File: src/rtl/vga_timing_gen.sv
// vga_timing_gen: VGA raster timing generator.
// Derives a pixel-rate enable from the system clock and runs one horizontal and
// one vertical counter. DrawX/DrawY, syncs, blanking and the line/frame strobes
// all come from that single counter pair, so they are mutually aligned.
// Optional feature: define VGA_FRAME_CNT_EN to build the 16-bit completed-frame
// counter; otherwise frame_count is tied to zero.
module vga_timing_gen #(
  parameter int H_VISIBLE = 640,
  parameter int H_FP      = 16,
  parameter int H_SYNC    = 96,
  parameter int H_BP      = 48,
  parameter int V_VISIBLE = 480,
  parameter int V_FP      = 10,
  parameter int V_SYNC    = 2,
  parameter int V_BP      = 33,
  parameter int CLK_DIV   = 2
) (
  input  logic        Clk,
  input  logic        Reset,
  output logic        pixel_ce,
  output logic [9:0]  DrawX,
  output logic [9:0]  DrawY,
  output logic        VGA_HS,
  output logic        VGA_VS,
  output logic        VGA_BLANK_N,
  output logic        VGA_SYNC_N,
  output logic        line_start,
  output logic        frame_start,
  output logic [15:0] frame_count
);

  localparam int H_TOTAL = H_VISIBLE + H_FP + H_SYNC + H_BP;
  localparam int V_TOTAL = V_VISIBLE + V_FP + V_SYNC + V_BP;
  localparam int DIV_W   = (CLK_DIV > 1) ? $clog2(CLK_DIV) : 1;

  localparam logic [DIV_W-1:0] DIV_LAST = DIV_W'(CLK_DIV - 1);

  localparam logic [9:0] H_LAST     = 10'(H_TOTAL - 1);
  localparam logic [9:0] V_LAST     = 10'(V_TOTAL - 1);
  localparam logic [9:0] H_VIS_END  = 10'(H_VISIBLE);
  localparam logic [9:0] V_VIS_END  = 10'(V_VISIBLE);
  localparam logic [9:0] HS_START   = 10'(H_VISIBLE + H_FP);
  localparam logic [9:0] HS_END     = 10'(H_VISIBLE + H_FP + H_SYNC);
  localparam logic [9:0] VS_START   = 10'(V_VISIBLE + V_FP);
  localparam logic [9:0] VS_END     = 10'(V_VISIBLE + V_FP + V_SYNC);

  logic [DIV_W-1:0] div_cnt;
  logic             div_last;
  logic [9:0]       hc;
  logic [9:0]       vc;
  logic [9:0]       hc_next;
  logic [9:0]       vc_next;
  logic             hc_last;
  logic             vc_last;
  logic             frame_wrap;
  logic             hs_reg;
  logic             vs_reg;
  logic             blank_n_reg;

  // True while pos lies in the half-open window [lo, hi).
  function automatic logic in_window(input logic [9:0] pos,
                                     input logic [9:0] lo,
                                     input logic [9:0] hi);
    return (pos >= lo) && (pos < hi);
  endfunction

  // Active-low sync level for a counter position.
  function automatic logic sync_level(input logic [9:0] pos,
                                      input logic [9:0] lo,
                                      input logic [9:0] hi);
    return ~in_window(pos, lo, hi);
  endfunction

  // Wrap-around increment of a raster counter.
  function automatic logic [9:0] wrap_inc(input logic [9:0] cnt,
                                          input logic       at_last);
    return at_last ? 10'd0 : cnt + 10'd1;
  endfunction

  assign div_last   = (div_cnt == DIV_LAST);
  // Gated by Reset so the enable drops the instant Reset rises, not at the next edge.
  assign pixel_ce   = div_last & ~Reset;

  assign hc_last    = (hc == H_LAST);
  assign vc_last    = (vc == V_LAST);
  assign frame_wrap = pixel_ce & hc_last & vc_last;

  // Next-counter values feed the sync/blank registers so they land on the same
  // edge as the coordinates they describe.
  always_comb begin
    hc_next = hc;
    vc_next = vc;
    if (pixel_ce) begin
      hc_next = wrap_inc(hc, hc_last);
      if (hc_last) begin
        vc_next = wrap_inc(vc, vc_last);
      end
    end
  end

  // Clock divider: counts 0..CLK_DIV-1 and wraps; pixel_ce marks the last phase.
  always_ff @(posedge Clk or posedge Reset) begin
    if (Reset) begin
      div_cnt <= '0;
    end else if (div_last) begin
      div_cnt <= '0;
    end else begin
      div_cnt <= div_cnt + DIV_W'(1);
    end
  end

  // Horizontal and vertical position counters.
  always_ff @(posedge Clk or posedge Reset) begin
    if (Reset) begin
      hc <= 10'd0;
      vc <= 10'd0;
    end else begin
      hc <= hc_next;
      vc <= vc_next;
    end
  end

  // Registered syncs and blanking, decoded from the next counter position.
  always_ff @(posedge Clk or posedge Reset) begin
    if (Reset) begin
      hs_reg      <= 1'b1;
      vs_reg      <= 1'b1;
      blank_n_reg <= 1'b1;
    end else begin
      hs_reg      <= sync_level(hc_next, HS_START, HS_END);
      vs_reg      <= sync_level(vc_next, VS_START, VS_END);
      blank_n_reg <= (hc_next < H_VIS_END) && (vc_next < V_VIS_END);
    end
  end

`ifdef VGA_FRAME_CNT_EN
  logic [15:0] frame_cnt;

  // Completed-frame counter; rolls over from 0xFFFF to 0x0000.
  always_ff @(posedge Clk or posedge Reset) begin
    if (Reset) begin
      frame_cnt <= 16'd0;
    end else if (frame_wrap) begin
      frame_cnt <= frame_cnt + 16'd1;
    end
  end

  assign frame_count = frame_cnt;
`else
  logic unused_frame_wrap;
  assign unused_frame_wrap = frame_wrap;
  assign frame_count       = 16'd0;
`endif

  assign DrawX       = hc;
  assign DrawY       = vc;
  assign VGA_HS      = hs_reg;
  assign VGA_VS      = vs_reg;
  assign VGA_BLANK_N = blank_n_reg;
  assign VGA_SYNC_N  = 1'b0;
  assign line_start  = pixel_ce & (hc == 10'd0);
  assign frame_start = line_start & (vc == 10'd0);

endmodule

File: config.mk
export PLATFORM = sky130hd
export DESIGN_NAME = vga_timing_gen
export DESIGN_NICKNAME = d
export VERILOG_FILES = /design/src/rtl/vga_timing_gen.sv
export SDC_FILE = /design/constraint.sdc
export NUM_CORES = 1
export LEC_CHECK = 0
export BUFFER_PORTS_ARGS = -buffer_cell sky130_fd_sc_hd__buf_4
export CAP_MARGIN = 20
export CORE_UTILIZATION = 54
export CTS_BUF_LIST = sky130_fd_sc_hd__clkbuf_8 sky130_fd_sc_hd__clkbuf_16
export DETAILED_ROUTE_END_ITERATION = 10
export PLACE_DENSITY = 0.94
export SYNTH_ARGS = -nofsm -noshare
export SYNTH_HDL_FRONTEND = slang
export SYNTH_SLANG_ARGS = --single-unit
export TNS_END_PERCENT = 5
File: constraint.sdc
create_clock -name Clk -period 3.4 [get_ports Clk]
set_input_delay 0.68 -clock Clk [delete_from_list [all_inputs] [get_ports Clk]]
set_output_delay 0.68 -clock Clk [all_outputs]
set_load 0.01 [all_outputs]
# Yosys cells after proc, flatten, opt, wreduce, memory -nomap -nowiden
# Index checks and enable logic that the tools add are counted.
# Widths: inputs -> output; s select.
# word_totals
inputBits	2
ff_bits	24
out_inout_bits	43
word_cells	34
# classes
mux	6
reduce_logical	5
n_eq_ne	2
n_addsub	3
magnitude_cmp	6
bitwise_logic	6
# op_table
cell	n
$mux 10	5
$add 10x1->10 const B	2
$eq 10x10->1 const B	2
$logic_not 10->1	2
$lt 10x10->1 const B	2
$lt 10x9->1 const B	2
$ge 10x10->1 const B	1
$ge 10x9->1 const B	1
$and 1x1->1	3
$logic_and 1x1->1	3
$not 1->1	3
$add 1x1->1 const B	1
$mux 1	1

# Logic depth before layout (Yosys ltp)
# Gate-level depths: netlist of run 1.
# depth
word_depth	7
ltp_mapped	8

# Worst setup path after synthesis of run 1
# OpenSTA, ideal clock, no wires.
# synth_timing
kind	in2out
from	input port Reset
to	output port frame_start
path_stages	5
path_buffers	0
arrival_time_ns	1.848
slack_ns	0.872
path_cell_list	nand2b_1 > clkinv_1 > nand2_1 > nor4bb_1 > and3_1
# synth_via
elab_chain_cells	4
# synth_lines
element	line	source
from (decl)	19	input logic Reset,
$not 1->1	82	assign pixel_ce = div_last & ~Reset;
$and 1x1->1	82	
via pixel_ce	20	output logic pixel_ce,
$and 1x1->1	161	assign line_start = pixel_ce & (hc == 10'd0);
via line_start	27	output logic line_start,
$and 1x1->1	162	assign frame_start = line_start & (vc == 10'd0);
to (decl)	28	output logic frame_start,
# The timed path passes the listed nets, and every way through them passes these cells.

# Worst setup path in the final report of run 1
# layout_timing
from	input port Reset
to	output port frame_start
# layout_via
elab_chain_cells	4
# layout_lines
element	line
$not 1->1	82
$and 1x1->1	82
$and 1x1->1	161
$and 1x1->1	162
# Every way passes these cells.

==> reports/qor.yml, run 1 <==
finish:
  n_antenna_cell: 0
  mostFrequentLayoutCell: "buf_4"
  final_nets: 188
  syn_to_final_growth_pct: 15.7
  mostFrequentLayoutCells: "buf_4, dfrtp_1, conb_1"
  drive_gt1_share_pct: 24.3
setup_path:
  r2r_start: "DrawX[0]"
  crit_path_end: "frame_start"
  cp-startpoint: "Reset"
  crit_path_end_kind: "output pin"
  worst-r2r-setup-slack_ns: 0.86
  rr_worst_depth: 7
  r2r_end: "VGA_BLANK_N"
  startpoint_type: "primary input"
  worstPathArrival_ns: 2.18
  cp_max_fo: 9
  worstPathRequired_ns: 2.72
  criticalPathCategory: "in2out"
timing:
  holdWs_ns: 0.453
  fin_crit_ns: 2.86
  setup_violations: 0
  setup_tns_ns: 0
  slew_viol_final: 0
  period_share_pct: 84.0
  fin_skew_ns: 0.00146
  fmax_mhz: 350
  tightest_slew_ns: 0.908
  maxSlewHeadroom_pct: 39.4
  rsz0062_at_grt: "false"
  hold_violations: 0
route:
  antenna_left: 0
  wl_um: 3100
  drc: 0
  drtPass1Iterations: 4
  via_per_inst: 5.56
  vias: 1173
  drt_iter0_drc: 41
  wire_per_inst_um: 14.7
global_routing:
  grt-ovfl-total: 0
  track_usage_pct: 23.6
  grt_pass1_wl_um: 4950
  antenna_found_initial: 0
  grt_max_degree: 25
  grt_pass1_vias: 1120
floorplan:
  std_cell_rows: 18
  start_util_pct: 57.8
  die_area_um2: 2910
  core_um2: 2520
  io_pins: 45
  die_h_um: 54.0
  die_w_um: 54.0
clock_tree:
  cts_tree: "yes"
  clock-sinks: 24
  clockBufferDepth: 2
  htreeDepth: 1
  cts_made_buffers: 3
  cts_hold_buf: 0
  clkTransAtPathRegs_ns: 0.08
  worst_skew_pair.late_latency_ns: 0.26
  postCtsSetupRepairBufs: 0
  ctsRootBufferMaster: "clkbuf_8"
  cts_resized: 0
pwr:
  p_leak_nw: 0.846
  power_density_nw_per_um2: 454
  power.internal_mw: 0.542
  p_sw_mw: 0.224
  ir_drop_mv: 0.388
  p_sw_share_pct: 29.3
  seqPwrFrac_pct: 47.2
  p_clk_share_pct: 31.8
  finalPower_mw: 0.767
  combPwrFrac_pct: 21.0
yosys:
  synth_compound_area_share_pct: 6.69
  synth-edff-count: 0
  syn_area_per_cell_um2: 9.47
  synth_fa_ha_area_share_pct: 3.43
  ys_seq_area_share_pct: 41.4
  ys_warn_count: 0
  yosys.area_share.xor_xnor_pct: 7.12
  syn_area_um2: 1460
  async_flop_share_pct: 100
  synth_cell_types: 45
  synth-simple-area-share_pct: 27.5
  synthFlopType: "dfrtp_1"
  synthMuxAreaShare_pct: 0.686
  synth_top_family_by_area: "simple AND/OR/NAND/NOR gates"
  syn_inst: 154
  ys_ff_latch: 24
placement:
  port_buffers: 27
  hpwl_um: 2390
  place_congestion: 0.860
flow_run:
  drv_cap: 0
run_status:
  run_status: "complete, no violations"
hold_path:
  hold_depth: 1
  hold_class: "reg2reg"
layout make-up:
| type | count | area [µm²] |
|---|---|---|
| clock buffer | 3 | 41.3 |
| clock inverter | 1 | 30.0 |
| fill | 215 | 835 |
| inverter | 10 | 37.5 |
| multi-input combinational | 115 | 727 |
| sequential | 24 | 604 |
| tap | 30 | 37.5 |
| timing repair buffer | 28 | 210 |
synth_stat cells (2+ instances only):
library cell / count / area (µm²)
dfrtp_1: 21 / 526
buf_4: 17 / 128
nand2_1: 13 / 48.8
inv_1: 9 / 33.8
nand3_1: 8 / 40.0
nand4_1: 7 / 43.8
nor2_1: 7 / 26.3
o21ai_0: 6 / 30.0
xnor2_1: 6 / 52.6
nor3_1: 5 / 25.0
ha_1: 4 / 50.1
xor2_1: 4 / 35.0
clkbuf_1: 3 / 11.3
dfstp_2: 3 / 78.8
a21oi_1: 2 / 10.0
and3_1: 2 / 12.5
nor2b_1: 2 / 12.5
nor3_4: 2 / 32.5
nor3b_1: 2 / 15.0
nor4_1: 2 / 12.5
o21a_1: 2 / 15.0
o22ai_1: 2 / 12.5
or2_2: 2 / 12.5
or4b_1: 2 / 20.0
worst min path at each step:
stage / to / startpoint / slack, ns
2_1_floorplan: div_cnt / div_cnt / 0.40
3_3_place_gp: div_cnt / div_cnt / 0.41
3_5_place_dp: div_cnt / div_cnt / 0.44
4_1_cts: div_cnt / div_cnt / 0.46
5_1_grt: div_cnt / div_cnt / 0.46
6_report: div_cnt / div_cnt / 0.45
per-layer routing:
layer	wire length [µm]	GRT usage, %	up-vias
met5	0	0	-
met4	9	5.56	0
met3	157	2.82	4
met2	1670	44.0	45
met1	1260	28.6	569
li1	-	-	555
power groups by stage:
stage / clock network (mW) / registers (mW) / logic (mW)
2_1_floorplan: 0 / 0.370 / 0.0950
3_3_place_gp: 0 / 0.363 / 0.153
3_5_place_dp: 0 / 0.366 / 0.160
4_1_cts: 0.249 / 0.361 / 0.161
5_1_grt: 0.263 / 0.368 / 0.175
6_report: 0.244 / 0.362 / 0.161
stage by stage:
stage	utilization, %	instance area (µm²)	setup WS (ns)	cells
floorplan	-	1520	0.872	170
detailed placement	64.1	1620	0.654	207
global route	66.9	1690	0.536	211
global placement	64.1	1620	0.750	207
finish	66.9	1690	0.544	211
CTS	66.9	1690	0.610	211
worst max-delay path: stages:
cell	delay, ns
buf_4	0.11
nand2b_1	0.19
clkinv_1	0.18
nand2_1	0.09
nor4bb_1	0.55
and3_1	0.25
buf_4	0.12
flip-flops by register name, indices dropped and copies added (netlist names):
name,flops
VGA_VS,1
VGA_BLANK_N,1
div_cnt,1
DrawY,10
DrawX,10
VGA_HS,1
kinds of logic (layout without fill, tap and decap cells):
kind of cell | after synthesis | in the layout
buffers and inverters | 31 | 42
and+or+nand+nor | 66 | 66
other | 1 | 17
xor gates and xnor gates | 11 | 11
AOI/OAI and AO/OA | 16 | 16
DFF | 24 | 24
adders and majority gates | 4 | 4
muxes | 1 | 1
Note: power is estimated with default switching activity, not from simulation.
==> run 2, diff against run 1 <==
--- a/config.mk
+++ b/config.mk
@@ -7,10 +7,10 @@
 export LEC_CHECK = 0
 export BUFFER_PORTS_ARGS = -buffer_cell sky130_fd_sc_hd__buf_4
 export CAP_MARGIN = 20
-export CORE_UTILIZATION = 54
+export CORE_UTILIZATION = 46
 export CTS_BUF_LIST = sky130_fd_sc_hd__clkbuf_8 sky130_fd_sc_hd__clkbuf_16
 export DETAILED_ROUTE_END_ITERATION = 10
-export PLACE_DENSITY = 0.94
+export PLACE_DENSITY = 0.86
 export SYNTH_ARGS = -nofsm -noshare
 export SYNTH_HDL_FRONTEND = slang
 export SYNTH_SLANG_ARGS = --single-unit
==> constraint.sdc (replaced) <==
create_clock -name Clk -period 2.5 [get_ports Clk]
set_input_delay 0.5 -clock Clk [delete_from_list [all_inputs] [get_ports Clk]]
set_output_delay 0.5 -clock Clk [all_outputs]
set_load 0.01 [all_outputs]
==> run 2 against run 1 <==
First-iteration DRC count grew 41%. Critical path depth shrank 1. Critical endpoint unchanged. Register-to-register slack lost 0.69 ns. Largest cell class unchanged.
==> reports/qor.yml, run 2 (synthesis results as in run 1) <==
pwr:
  seqPwrFrac_pct: 46.6  # -0.6 points
  p_sw_share_pct: 28.9  # -0.41 points
  p_clk_share_pct: 32.2  # +0.4 points
  p_sw_mw: 0.302  # +35%
  combPwrFrac_pct: 21.2  # +0.2 points
  ir_drop_mv: 0.546  # +40%
  p_leak_nw: 0.875  # +3.5%
  power_density_nw_per_um2: 597  # +31%
  power.internal_mw: 0.745  # +37%
placement:
  port_buffers: 27  # unchanged
  place_congestion: 0.796  # -7.5%
  hpwl_um: 2210  # -7.5%
  postPlaceCellArea_um2: 1670  # +3.4%
global_routing:
  grt_max_degree: 25  # unchanged
  track_usage_pct: 18.8  # -4.8 points
  grt_pass1_vias: 1012  # -9.6%
  antenna_found_initial: 0  # unchanged
  grt_pass1_wl_um: 4850  # -2.0%
  grt-ovfl-total: 0  # unchanged
route:
  drtPass1Iterations: 4  # unchanged
  antenna_left: 0  # unchanged
  drt_iter0_drc: 58  # +41%
  via_per_inst: 5.05  # -9.2%
  wire_per_inst_um: 12.6  # -14%
  wl_um: 2900  # -6.7%
  drc: 0  # unchanged
  vias: 1161  # -1.0%
timing:
  setup_tns_ns: 0  # unchanged
  rsz0062_at_grt: "false"
  maxSlewHeadroom_pct: 41.4  # +2.0 points
  hold_violations: 0  # unchanged
  period_share_pct: 95.3
  fin_skew_ns: 0.00518  # +0.00372 ns
  fin_crit_ns: 2.38
  fmax_mhz: 420
  slew_viol_final: 0  # unchanged
  tightest_slew_ns: 0.878  # -0.0294 ns
  holdWs_ns: 0.421  # -0.0316 ns
  setup_violations: 0  # unchanged
setup_path:
  crit_path_end_kind: "output pin"
  worstPathRequired_ns: 2.00  # -0.72 ns
  worstPathArrival_ns: 1.88  # -0.30 ns
  crit_path_top_delay_cell: "or4b_1"
  cp_max_fo: 4  # -5
  cp.buffers_inverters: 2  # -1
  criticalPathCategory: "reg2out"
  crit_path_max_incr_delay_ns: 0.48  # -0.07 ns
  startpoint_type: "flop"
  crit_family: "simple AND/OR/NAND/NOR gates"
  critical_path.cell_chain: "inv_1 -> ha_1 -> or4b_1 -> nor3_2 -> and3_1 -> buf_4"
floorplan:
  die_area_um2: 3400  # +17%
  core_um2: 3030  # +20%
  std_cell_rows: 20  # +2
  start_util_pct: 48.2  # -9.7 points
  die_w_um: 58.3  # +8.0%
  die_h_um: 58.3  # +8.0%
  io_pins: 45  # unchanged
finish:
  mostFrequentLayoutCell: "buf_4"
  syn_to_final_growth_pct: 20.2
  final_nets: 193  # +2.7%
  n_fill_cell: 279  # +30%
  seqCellArea_um2: 604  # unchanged
  final_area_um2: 1750  # +3.9%
  multiInputGateArea_um2: 738  # +1.5%
  mostFrequentLayoutCells: "buf_4, dfrtp_1, conb_1"
  n_antenna_cell: 0  # unchanged
  drive_gt1_share_pct: 28.0  # +3.6 points
clock_tree:
  htreeDepth: 1  # unchanged
  cts_tree: "yes"
  clockBufferDepth: 2  # unchanged
  cts_hold_buf: 0  # unchanged
  worst_skew_pair.late_latency_ns: 0.27  # about the same
  postCtsSetupRepairBufs: 0  # unchanged
  clock-sinks: 24  # unchanged
  clkTransAtPathRegs_ns: 0.09  # about the same
  ctsRootBufferMaster: "clkbuf_8"
  cts_made_buffers: 3  # unchanged
flow_run:
  drv_cap: 0  # unchanged
hold_path:
  hold_class: "in2async"
run_status:
  run_status: "complete, no violations"
[run 2: metal layers]
metal,up-vias,wire [µm],track usage [%]
met3,4,142,4.62
met4,0,17,5.10
met5,-,0,0
met1,545,1310,24.7
li1,573,-,-
met2,39,1420,31.2
[run 2: stage by stage]
| step | utilization (%) | setup slack (ns) | power (mW) | cells |
|---|---|---|---|---|
| after CTS | 57.6 | 0.0888 | 1.06 | 230 |
| final | 57.9 | 0.117 | 1.05 | 230 |
| after global placement | 55.2 | 0.142 | 0.710 | 226 |
| after floorplan | - | 0.222 | 0.632 | 170 |
| after global routing | 57.9 | 0.0128 | 1.11 | 230 |
| after detailed placement | 55.2 | 0.0412 | 0.716 | 226 |
[run 2: cell type report]
| cell class | instances | share of cell area (%) |
|---|---|---|
| multi-input cells | 115 | 42.1 |
| flip-flops and latches | 24 | 34.5 |
| repair buffers | 33 | 14.1 |
| well taps | 44 | 3.14 |
| clock buffers | 3 | 2.35 |
| inverters | 10 | 2.14 |
| clock inverters | 1 | 1.71 |
[run 2: power groups by stage]
stage | clock network (mW) | logic (mW) | registers, mW
3_3_place_gp | 0 | 0.218 | 0.492
3_5_place_dp | 0 | 0.222 | 0.494
5_1_grt | 0.363 | 0.247 | 0.498
2_1_floorplan | 0 | 0.129 | 0.503
4_1_cts | 0.347 | 0.224 | 0.488
6_report | 0.337 | 0.221 | 0.488
[run 2: final timing paths]
kind,startpoint,to,slack (ns),cells past startpoint
min,Reset,DrawY[1],0.42,2
max in group asynchronous,Reset,DrawX[7],1.54,2
max reg2reg,DrawX[1],VGA_BLANK_N,0.17,7
max,DrawY[0],frame_start,0.12,6
min reg2reg,div_cnt,div_cnt,0.43,1
min in group Clk,div_cnt,div_cnt,0.43,1
[run 2: timing repair]
item | CTS | global route
setup endpoints to repair | 0 | 2
endpoints found under the hold margin | 0 | 0
gates resized for setup | 0 | 3
